**src/rtl/sram_arb_pkg.sv**
```systemverilog
// Shared types and constants for the two-port SRAM arbiter.
package sram_arb_pkg;

  typedef enum logic [1:0] {
    IDLE = 2'd0,
    OWN0 = 2'd1,
    OWN1 = 2'd2
  } state_t;

  localparam int P0 = 0;
  localparam int P1 = 1;

endpackage

```
**src/rtl/sram_arb_if.sv**
```systemverilog
// Requester-side bundle for both arbiter ports. Handshake: a port holds reqN
// until it sees gntN high before a rising edge; that edge consumes the request.
interface sram_arb_if #(
  parameter int ADDR_WIDTH = 4,
  parameter int DATA_WIDTH = 16
);
  logic                  req0, req1;
  logic                  wr0, wr1;
  logic                  lock0, lock1;
  logic [ADDR_WIDTH-1:0] addr0, addr1;
  logic [DATA_WIDTH-1:0] din0, din1;
  logic                  gnt0, gnt1;
  logic                  rvalid0, rvalid1;
  logic [DATA_WIDTH-1:0] rdata0, rdata1;

  modport master (
    output req0, req1, wr0, wr1, lock0, lock1, addr0, addr1, din0, din1,
    input  gnt0, gnt1, rvalid0, rvalid1, rdata0, rdata1
  );

  modport slave (
    input  req0, req1, wr0, wr1, lock0, lock1, addr0, addr1, din0, din1,
    output gnt0, gnt1, rvalid0, rvalid1, rdata0, rdata1
  );
endinterface

```
**src/rtl/sram_arb_rr_pick2.sv**
```systemverilog
// Two-way round-robin picker: a lone request wins, a tie goes to prio.
module rr_pick2 (
  input  logic [1:0] req,
  input  logic       prio,
  output logic [1:0] gnt
);

  always_comb begin
    gnt = req;
    if (req == 2'b11) gnt = prio ? 2'b10 : 2'b01;
  end

endmodule

```
**src/rtl/sram_arb.sv**
```systemverilog
// Round-robin arbiter with burst locking in front of a single-port SRAM;
// read data returns on rvalidN one cycle after the read grant.
module sram_arb
  import sram_arb_pkg::*;
#(
  parameter int ADDR_WIDTH = 4,
  parameter int DATA_WIDTH = 16
) (
  input  logic                  clk,
  input  logic                  rst,
  sram_arb_if.slave             bus,
  output logic [ADDR_WIDTH-1:0] sram_addr,
  output logic [DATA_WIDTH-1:0] sram_din,
  output logic                  sram_wr,
  input  logic [DATA_WIDTH-1:0] sram_qout,
  output state_t                dbg_state
);

  state_t     state, state_next;
  logic       prio;
  logic       rpend0, rpend1;
  logic [1:0] pick_gnt;
  logic [1:0] gnt;

  rr_pick2 u_pick (
    .req  ({bus.req1, bus.req0}),
    .prio (prio),
    .gnt  (pick_gnt)
  );

  // State register plus the prio pointer and read-pending flags.
  always_ff @(posedge clk or posedge rst) begin
    if (rst) begin
      state  <= IDLE;
      prio   <= 1'b0;
      rpend0 <= 1'b0;
      rpend1 <= 1'b0;
    end else begin
      state  <= state_next;
      if (gnt[P0]) prio <= 1'b1;
      else if (gnt[P1]) prio <= 1'b0;
      rpend0 <= gnt[P0] & ~bus.wr0;
      rpend1 <= gnt[P1] & ~bus.wr1;
    end
  end

  // Ownership follows the grant: a locked grant keeps it, anything else drops to IDLE.
  always_comb begin
    state_next = IDLE;
    if (gnt[P0] && bus.lock0) state_next = OWN0;
    else if (gnt[P1] && bus.lock1) state_next = OWN1;
  end

  // An owner that stops requesting falls back to the picker in the same cycle.
  always_comb begin
    gnt = pick_gnt;
    unique case (state)
      OWN0:    if (bus.req0) gnt = 2'b01;
      OWN1:    if (bus.req1) gnt = 2'b10;
      default: ;
    endcase
    if (rst) gnt = 2'b00;
  end

  always_comb begin
    sram_wr   = 1'b0;
    sram_addr = '0;
    sram_din  = '0;
    if (gnt[P0]) begin
      sram_wr   = bus.wr0;
      sram_addr = bus.addr0;
      sram_din  = bus.din0;
    end else if (gnt[P1]) begin
      sram_wr   = bus.wr1;
      sram_addr = bus.addr1;
      sram_din  = bus.din1;
    end
  end

  assign bus.gnt0    = gnt[P0];
  assign bus.gnt1    = gnt[P1];
  assign bus.rvalid0 = rpend0;
  assign bus.rvalid1 = rpend1;
  assign bus.rdata0  = sram_qout;
  assign bus.rdata1  = sram_qout;
  assign dbg_state   = state;

endmodule

```
**src/flat_wrapper.sv**
```systemverilog
// flat-port wrapper written by rule: the top's interface ports become plain ports
module sram_arb_flat import sram_arb_pkg::*;
#(
  parameter int ADDR_WIDTH = 4,
  parameter int DATA_WIDTH = 16
)
  (clk, rst, sram_addr, sram_din, sram_wr, sram_qout, dbg_state, bus_req0, bus_req1, bus_wr0, bus_wr1, bus_lock0, bus_lock1, bus_addr0, bus_addr1, bus_din0, bus_din1, bus_gnt0, bus_gnt1, bus_rvalid0, bus_rvalid1, bus_rdata0, bus_rdata1);
  sram_arb_if #(.ADDR_WIDTH(ADDR_WIDTH), .DATA_WIDTH(DATA_WIDTH)) bus_i ();
  input  logic clk;
  input  logic rst;
  output logic [ADDR_WIDTH-1:0] sram_addr;
  output logic [DATA_WIDTH-1:0] sram_din;
  output logic sram_wr;
  input  logic [DATA_WIDTH-1:0] sram_qout;
  output state_t dbg_state;
  input wire logic [$bits(bus_i.req0)-1:0] bus_req0;
  input wire logic [$bits(bus_i.req1)-1:0] bus_req1;
  input wire logic [$bits(bus_i.wr0)-1:0] bus_wr0;
  input wire logic [$bits(bus_i.wr1)-1:0] bus_wr1;
  input wire logic [$bits(bus_i.lock0)-1:0] bus_lock0;
  input wire logic [$bits(bus_i.lock1)-1:0] bus_lock1;
  input wire logic [$bits(bus_i.addr0)-1:0] bus_addr0;
  input wire logic [$bits(bus_i.addr1)-1:0] bus_addr1;
  input wire logic [$bits(bus_i.din0)-1:0] bus_din0;
  input wire logic [$bits(bus_i.din1)-1:0] bus_din1;
  output wire logic [$bits(bus_i.gnt0)-1:0] bus_gnt0;
  output wire logic [$bits(bus_i.gnt1)-1:0] bus_gnt1;
  output wire logic [$bits(bus_i.rvalid0)-1:0] bus_rvalid0;
  output wire logic [$bits(bus_i.rvalid1)-1:0] bus_rvalid1;
  output wire logic [$bits(bus_i.rdata0)-1:0] bus_rdata0;
  output wire logic [$bits(bus_i.rdata1)-1:0] bus_rdata1;
  assign bus_i.req0 = bus_req0;
  assign bus_i.req1 = bus_req1;
  assign bus_i.wr0 = bus_wr0;
  assign bus_i.wr1 = bus_wr1;
  assign bus_i.lock0 = bus_lock0;
  assign bus_i.lock1 = bus_lock1;
  assign bus_i.addr0 = bus_addr0;
  assign bus_i.addr1 = bus_addr1;
  assign bus_i.din0 = bus_din0;
  assign bus_i.din1 = bus_din1;
  assign bus_gnt0 = bus_i.gnt0;
  assign bus_gnt1 = bus_i.gnt1;
  assign bus_rvalid0 = bus_i.rvalid0;
  assign bus_rvalid1 = bus_i.rvalid1;
  assign bus_rdata0 = bus_i.rdata0;
  assign bus_rdata1 = bus_i.rdata1;
  sram_arb #(.ADDR_WIDTH(ADDR_WIDTH), .DATA_WIDTH(DATA_WIDTH)) u_core (.clk(clk), .rst(rst), .bus(bus_i), .sram_addr(sram_addr), .sram_din(sram_din), .sram_wr(sram_wr), .sram_qout(sram_qout), .dbg_state(dbg_state));
endmodule
```
**config.mk**
```make
export PLATFORM = sky130hd
export DESIGN_NAME = sram_arb_flat
export DESIGN_NICKNAME = d
export VERILOG_FILES = /design/src/rtl/sram_arb_pkg.sv /design/src/rtl/sram_arb_if.sv /design/src/rtl/sram_arb_rr_pick2.sv /design/src/rtl/sram_arb.sv /design/src/flat_wrapper.sv
export SDC_FILE = /design/constraint.sdc
export NUM_CORES = 1
export LEC_CHECK = 0
export BUFFER_PORTS_ARGS = -buffer_cell sky130_fd_sc_hd__buf_2
export CAP_MARGIN = 15
export CORE_MARGIN = 5
export CORE_UTILIZATION = 29
export DETAILED_ROUTE_END_ITERATION = 7
export PLACE_DENSITY = 0.8
export SETUP_SLACK_MARGIN = 0.5
export SYNTH_ARGS = -nofsm -noshare
export SYNTH_HDL_FRONTEND = slang
export SYNTH_SLANG_ARGS = --single-unit
```
**constraint.sdc**
```tcl
create_clock -name clk -period 2.2 [get_ports clk]
set_clock_uncertainty 0.05 [all_clocks]
set_input_delay 0.44 -clock clk [delete_from_list [all_inputs] [get_ports clk]]
set_output_delay 0.44 -clock clk [all_outputs]
set_load 0.1 [all_outputs]
```
==> results.rst, run 1 <==
.. list-table::
   :header-rows: 1

   * - Metric
     - Value
   * - Run status
     - complete, but fails checks
   * - Violations in the final reports
     - negative setup slack
   * - Maximum level of the CTS H-tree
     - 1
   * - Synthesized net count
     - 155
   * - Starting density of the core
     - 30.2%
   * - Number of enable flip-flop cells after synthesis
     - 0
   * - Minimum clock period after layout
     - 2.61 ns
   * - Via count of the routed design
     - 916
   * - # diodes
     - 0
   * - Core Box Area
     - 0.00273 mm²
   * - GRT Util Overall
     - 16.9%
   * - Post-DP HPWL
     - 2830 µm
   * - Synth Area per Inst
     - 9.26 µm²
   * - Accumulated negative setup slack
     - -8.87 ns
   * - Cell taking the most area after synthesis
     - sky130_fd_sc_hd__buf_4
   * - Register bit total from synthesis
     - 5
   * - Buffers added on ports
     - 74
   * - Sequential element share of the synthesized area
     - 15.2%
   * - Dpl ws
     - -0.202 ns
   * - Average wire per cell in the routed design
     - 20.8 µm
   * - Power per standard cell area
     - 555 mW/mm²
   * - DRC violation count after routing
     - 0
   * - Clk slew on worst S/H paths
     - 0.05 ns
   * - Kind of end point of the critical path
     - output pin
   * - CP Data Required Time
     - 1.71 ns
   * - Reg power frac
     - 11.5%
   * - Die Width
     - 63.3 µm
   * - Most common cell after layout, fill and taps aside
     - sky130_fd_sc_hd__buf_2
   * - Final worst-path setup slack
     - -0.414 ns
   * - Transition time at the pin with the least slew margin
     - 0.486 ns
   * - Max_cap viols
     - 0
   * - Die Y
     - 63.3 µm
   * - Post-synthesis instance area
     - 825 µm²
   * - Yosys warning total
     - 0
   * - Largest net degree at the start of global routing
     - 22
   * - Commonest cells after routing, fill and taps aside
     - sky130_fd_sc_hd__buf_2, sky130_fd_sc_hd__buf_12, sky130_fd_sc_hd__a32o_4
   * - Number of hold violations in the final report
     - 0
   * - Clock tree from TritonCTS
     - done
   * - Worst Hold Margin
     - 0.0608 ns
   * - VDD IR-drop max
     - 0.436 mV
   * - Max-slew headroom at the worst pin
     - 67.8%
   * - Type of the worst min-delay path
     - primary input to asynchronous set/reset pin
   * - Gate count of the mapped netlist
     - 89
   * - Internal power
     - 0.445 mW
   * - CTS Root Cell
     - sky130_fd_sc_hd__clkbuf_4
   * - Static leakage power
     - 0.739 nW
   * - Unrepaired setup endpoints after global routing
     - true
   * - Fraction of final layout cells sized beyond drive strength 1
     - 84.7%
   * - Endpoints failing setup
     - 23
   * - Max Slew Vio Count
     - 0
   * - Clock network power share
     - 12.1%
   * - Max FO, Critical Path
     - 13
   * - CP arrival
     - 2.12 ns
   * - Crit share post-route
     - 119%
   * - Cts-stage hold buffer count
     - 0
   * - Maximum clock path buffer count
     - 2
   * - Share of the synthesized area in the top cell type
     - 31.0%
   * - Number of buffers created by CTS
     - 3
   * - Path type of the worst setup path
     - flop to output pin
   * - Die outline area
     - 0.00401 mm²
   * - Highest attainable clock frequency
     - 0.383 GHz
   * - Global-route wire length before repair
     - 5470 µm
   * - Area Overhead vs Synth
     - 104%
   * - Count of clock tree sinks
     - 5
   * - Sw Pwr
     - 0.487 mW
   * - Startpoint Class
     - flop
   * - Layout net count
     - 204
   * - Routed wire length
     - 3490 µm
   * - Core Rows
     - 19
   * - Switching share of power
     - 52.3%
   * - Final antenna-violating net count
     - 0
   * - Top cells by area, synth
     - sky130_fd_sc_hd__buf_4, sky130_fd_sc_hd__a32o_1, sky130_fd_sc_hd__dfrtp_1
   * - Distinct cell type count after synthesis
     - 23
   * - Number of placed I/O pins
     - 123
   * - Portion of total power attributed to combinational logic
     - 76.4%
   * - First drt pass iteration count
     - 4
   * - Drt initial violations
     - 40
   * - Number of global-route vias before repair
     - 1055
   * - Top flip-flop cell by instance count after synthesis
     - sky130_fd_sc_hd__dfrtp_1
   * - Placer's final routability congestion estimate
     - 0.755
   * - Proportion of synthesized flip-flops having asynchronous set or reset
     - 100%
   * - Global route overflow
     - 0
   * - Initial antenna violation count
     - 0
   * - Clock latency reported for the late side of the worst-skew pair
     - 0.25 ns
   * - Via-per-instance ratio
     - 5.45
-- final timing paths --
check / from / to / slack (ns) / cells after the start
hold / removal: rst / u_core.dbg_state[1] / 0.06 / 2
min in group clk: bus_wr0 / u_core.bus.rvalid0 / 0.32 / 2
setup reg to reg: u_core.dbg_state[0] / u_core.dbg_state[0] / 0.37 / 6
setup / recovery: u_core.dbg_state[0] / sram_din[1] / -0.41 / 6
max in group asynchronous: rst / u_core.dbg_state[0] / 1.83 / 2
hold reg to reg: u_core.prio / u_core.prio / 0.51 / 1
-- critical path, stage by stage (launching register included) --
cell	delay, ns
sky130_fd_sc_hd__dfrtp_4	0.48
sky130_fd_sc_hd__inv_2	0.07
sky130_fd_sc_hd__ha_4	0.21
sky130_fd_sc_hd__or2_4	0.26
sky130_fd_sc_hd__o221a_4	0.36
sky130_fd_sc_hd__a32o_4	0.31
sky130_fd_sc_hd__buf_12	0.16
-- cell families after synthesis --
kind of cell | after synthesis | share of synthesized area, %
flip-flops | 5 | 15.2
AND/OR/NAND/NOR | 13 | 10.3
buffers and inverters | 42 | 36.7
adder cells (fa/ha/maj) | 2 | 3.03
AO/OA/AOI/OAI | 27 | 34.7
-- per-layer routing --
metal | global-route usage (%) | up-vias | part of all wire, %
met4 | 4.94 | 0 | 0.83
met5 | 0 | - | 0
met3 | 7.28 | 6 | 12
li1 | - | 405 | -
met1 | 14.9 | 435 | 29
met2 | 33.6 | 70 | 59
-- synth_stat cells (2+ instances only) --
cell / count
sky130_fd_sc_hd__a21o_1: 2
sky130_fd_sc_hd__nand2b_1: 2
sky130_fd_sc_hd__nor2b_1: 2
sky130_fd_sc_hd__buf_6: 2
sky130_fd_sc_hd__buf_2: 2
sky130_fd_sc_hd__ha_1: 2
sky130_fd_sc_hd__inv_1: 4
sky130_fd_sc_hd__buf_4: 34
sky130_fd_sc_hd__dfrtp_1: 5
sky130_fd_sc_hd__a32o_1: 21
-- state kept, by name, summed over array words and instances (netlist names) --
signal	flops
u_core.bus.rvalid0	1
u_core.bus.rvalid1	1
u_core.dbg_state	2
u_core.prio	1
-- layout make-up --
type,count,area [µm²]
clock buffer,4,26.3
fill,201,1050
inverter,4,15.0
multi-input combinational,43,672
sequential,5,133
tap,31,38.8
timing repair buffer,81,796
-- metrics by stage --
stage | std cells | area [µm²] | power, mW | util, %
after floorplan | 89 | 1100 | 0.840 | -
after global placement | 161 | 1590 | 0.787 | 58.1
after detailed placement | 161 | 1590 | 0.802 | 58.1
after CTS | 167 | 1660 | 0.927 | 60.5
after global routing | 168 | 1680 | 0.964 | 61.5
final | 168 | 1680 | 0.932 | 61.5
-- power by group through the flow --
stage                     Clock, mW  Combinational, mW  Sequential, mW
final                         0.113              0.712           0.107
after global routing          0.123              0.734           0.108
after CTS                     0.112              0.709           0.106
after detailed placement          0              0.694           0.108
after global placement            0              0.681           0.107
after floorplan                   0              0.709           0.132
-- timing repair --
item,4_1_cts,5_1_grt
resized for setup,5,3
cloned,1,0
setup buffers,1,1
endpoints found under the hold margin,0,0
setup endpoints to repair,26,27
Note: power is estimated with default switching activity, not from simulation.
==> run 2, diff against run 1 <==
--- a/config.mk
+++ b/config.mk
@@ -11,2 +11,3 @@
 export CORE_UTILIZATION = 29
+export CTS_CLUSTER_SIZE = 14
 export DETAILED_ROUTE_END_ITERATION = 7
--- a/constraint.sdc
+++ b/constraint.sdc
@@ -4,2 +4,2 @@
 set_output_delay 0.44 -clock clk [all_outputs]
-set_load 0.1 [all_outputs]
+set_load 0.05 [all_outputs]
==> run 2 against run 1 <==
The flow still finishes with violations (negative setup slack). Clock power is 5% lower. Critical path depth shrank 1. Flip-flop and latch count unchanged. Sequential share of layout area grew 1.5 points. Largest cell class unchanged. Highest routed layer unchanged.
==> results.rst, run 2 (synthesized netlist as in run 1, its figures left out) <==
.. list-table::
   :header-rows: 1

   * - Metric
     - Value
   * - Run status
     - complete, but fails checks
   * - Violations in the final reports
     - negative setup slack
   * - Transition time at the pin with the least slew margin
     - 0.314 ns
   * - Placer's final routability congestion estimate
     - 0.812
   * - Worst Path Buf+Inv
     - 1
   * - Max-slew headroom at the worst pin
     - 79.0%
   * - Core Box Area
     - 0.00273 mm²
   * - Worst Hold Margin
     - 0.0546 ns
   * - Number of placed I/O pins
     - 123
   * - Die Y
     - 63.3 µm
   * - Crit share post-route
     - 111%
   * - Most common cell after layout, fill and taps aside
     - sky130_fd_sc_hd__buf_2
   * - Max Slew Vio Count
     - 0
   * - Die outline area
     - 0.00401 mm²
   * - Minimum clock period after layout
     - 2.44 ns
   * - VDD IR-drop max
     - 0.314 mV
   * - Drt initial violations
     - 24
   * - Static leakage power
     - 0.753 nW
   * - Number of hold violations in the final report
     - 0
   * - First drt pass iteration count
     - 4
   * - Routed wire length
     - 3080 µm
   * - Type of the worst min-delay path
     - primary input to asynchronous set/reset pin
   * - Max FFs per register
     - 2
   * - Initial antenna violation count
     - 0
   * - Count of clock tree sinks
     - 5
   * - Layout net count
     - 206
   * - Core Rows
     - 19
   * - Dpl ws
     - -0.0625 ns
   * - Fillcell total
     - 262
   * - Max FO, Critical Path
     - 6
   * - Kind of end point of the critical path
     - output pin
   * - # diodes
     - 0
   * - Cell count along the critical path
     - 5
   * - Tot Pwr
     - 0.664 mW
   * - CP arrival
     - 1.95 ns
   * - Number of buffers created by CTS
     - 3
   * - Maximum clock path buffer count
     - 2
   * - Post-DP HPWL
     - 2210 µm
   * - Via count of the routed design
     - 883
   * - Area Overhead vs Synth
     - 64.6%
   * - Cells on worst reg2reg path
     - 7
   * - DRC violation count after routing
     - 0
   * - Final antenna-violating net count
     - 0
   * - Number of cells in the design after placement
     - 161
   * - Maximum level of the CTS H-tree
     - 1
   * - Count of placed standard cells in the final layout, fillers left out
     - 170
   * - Number of global-route vias before repair
     - 965
   * - Accumulated negative setup slack
     - -4.69 ns
   * - Highest cell delay on the worst timing path
     - 0.43 ns
   * - Path type of the worst setup path
     - flop to output pin
   * - Sequential Area
     - 128 µm²
   * - Global-route wire length before repair
     - 4590 µm
   * - Endpoints failing setup
     - 23
   * - Clock latency reported for the late side of the worst-skew pair
     - 0.25 ns
   * - CTS Root Cell
     - sky130_fd_sc_hd__clkbuf_4
   * - Post-Place Cell Area
     - 0.00104 mm²
   * - Final core utilization
     - 49.7%
   * - Unrepaired setup endpoints after global routing
     - true
   * - Kind of cell adding the most delay to the critical path
     - compound AO/OA/AOI/OAI gates
   * - Launching point of the worst reg2reg path
     - u_core.dbg_state[1]
   * - Final worst-path setup slack
     - -0.238 ns
   * - Average wire per cell in the routed design
     - 18.1 µm
   * - Die Width
     - 63.3 µm
   * - Clk slew on worst S/H paths
     - 0.05 ns
   * - Buffers added on ports
     - 74
   * - Largest net degree at the start of global routing
     - 21
   * - Series of cell instances along the critical path
     - ha_4, or2_4, o221a_4, a32o_2, buf_6
   * - Capturing point of the worst reg2reg path
     - u_core.prio
   * - Power per standard cell area
     - 489 mW/mm²
   * - Via-per-instance ratio
     - 5.19
   * - Startpoint Class
     - flop
   * - Highest attainable clock frequency
     - 0.410 GHz
   * - Area used by multi-input combinational logic
     - 527 µm²
   * - Cell with the largest stage delay on the worst path
     - sky130_fd_sc_hd__dfrtp_2
   * - GRT Util Overall
     - 14.1%
   * - Max_cap viols
     - 0
   * - Non-Filler Cell Area, Final
     - 0.00136 mm²
   * - Commonest cells after routing, fill and taps aside
     - sky130_fd_sc_hd__buf_2, sky130_fd_sc_hd__buf_6, sky130_fd_sc_hd__a32o_2
   * - Starting density of the core
     - 30.2%
   * - Register-to-register setup slack
     - 0.24 ns
   * - CP Data Required Time
     - 1.71 ns
   * - Global route overflow
     - 0
   * - Fraction of final layout cells sized beyond drive strength 1
     - 87.8%
   * - Clock tree from TritonCTS
     - done
[run 2: repair_timing]
| action | in CTS | in global routing |
|---|---|---|
| setup endpoints to repair | 26 | 26 |
| cloned | 3 | 0 |
| pin swaps | 4 | 0 |
| hold buffers | 0 | 0 |
| gates resized for setup | 47 | 20 |
| buffers inserted | 1 | 1 |
[run 2: where the power goes]
part	switching [mW]	internal, mW
registers	0.00524	0.0995
clock network	0.0409	0.0659
logic	0.260	0.192
[run 2: worst max path at each step]
stage	from	end	slack (ns)
floorplan	u_core.dbg_state[0]	sram_din[10]	-0.13
global placement	u_core.dbg_state[1]	sram_din[14]	-0.03
detailed placement	u_core.dbg_state[0]	sram_din[14]	-0.06
CTS	u_core.dbg_state[0]	sram_addr[2]	-0.25
global route	u_core.dbg_state[0]	sram_din[14]	-0.32
finish	u_core.dbg_state[1]	sram_din[14]	-0.24
[run 2: routing by layer]
| metal | up-vias | track usage (%) | part of all wire, % |
|---|---|---|---|
| li1 | 420 | - | - |
| met1 | 414 | 13.7 | 35 |
| met2 | 42 | 26.9 | 55 |
| met3 | 7 | 5.33 | 8.9 |
| met4 | 0 | 4.68 | 0.58 |
| met5 | - | 0 | 0 |
[run 2: layout make-up]
class	count	share of cell area, %
clock buffer	3	1.66
multi-input combinational	45	38.8
timing repair buffer	81	45.8
clock inverter	1	0.369
inverter	4	1.11
sequential	5	9.40
tap	31	2.86
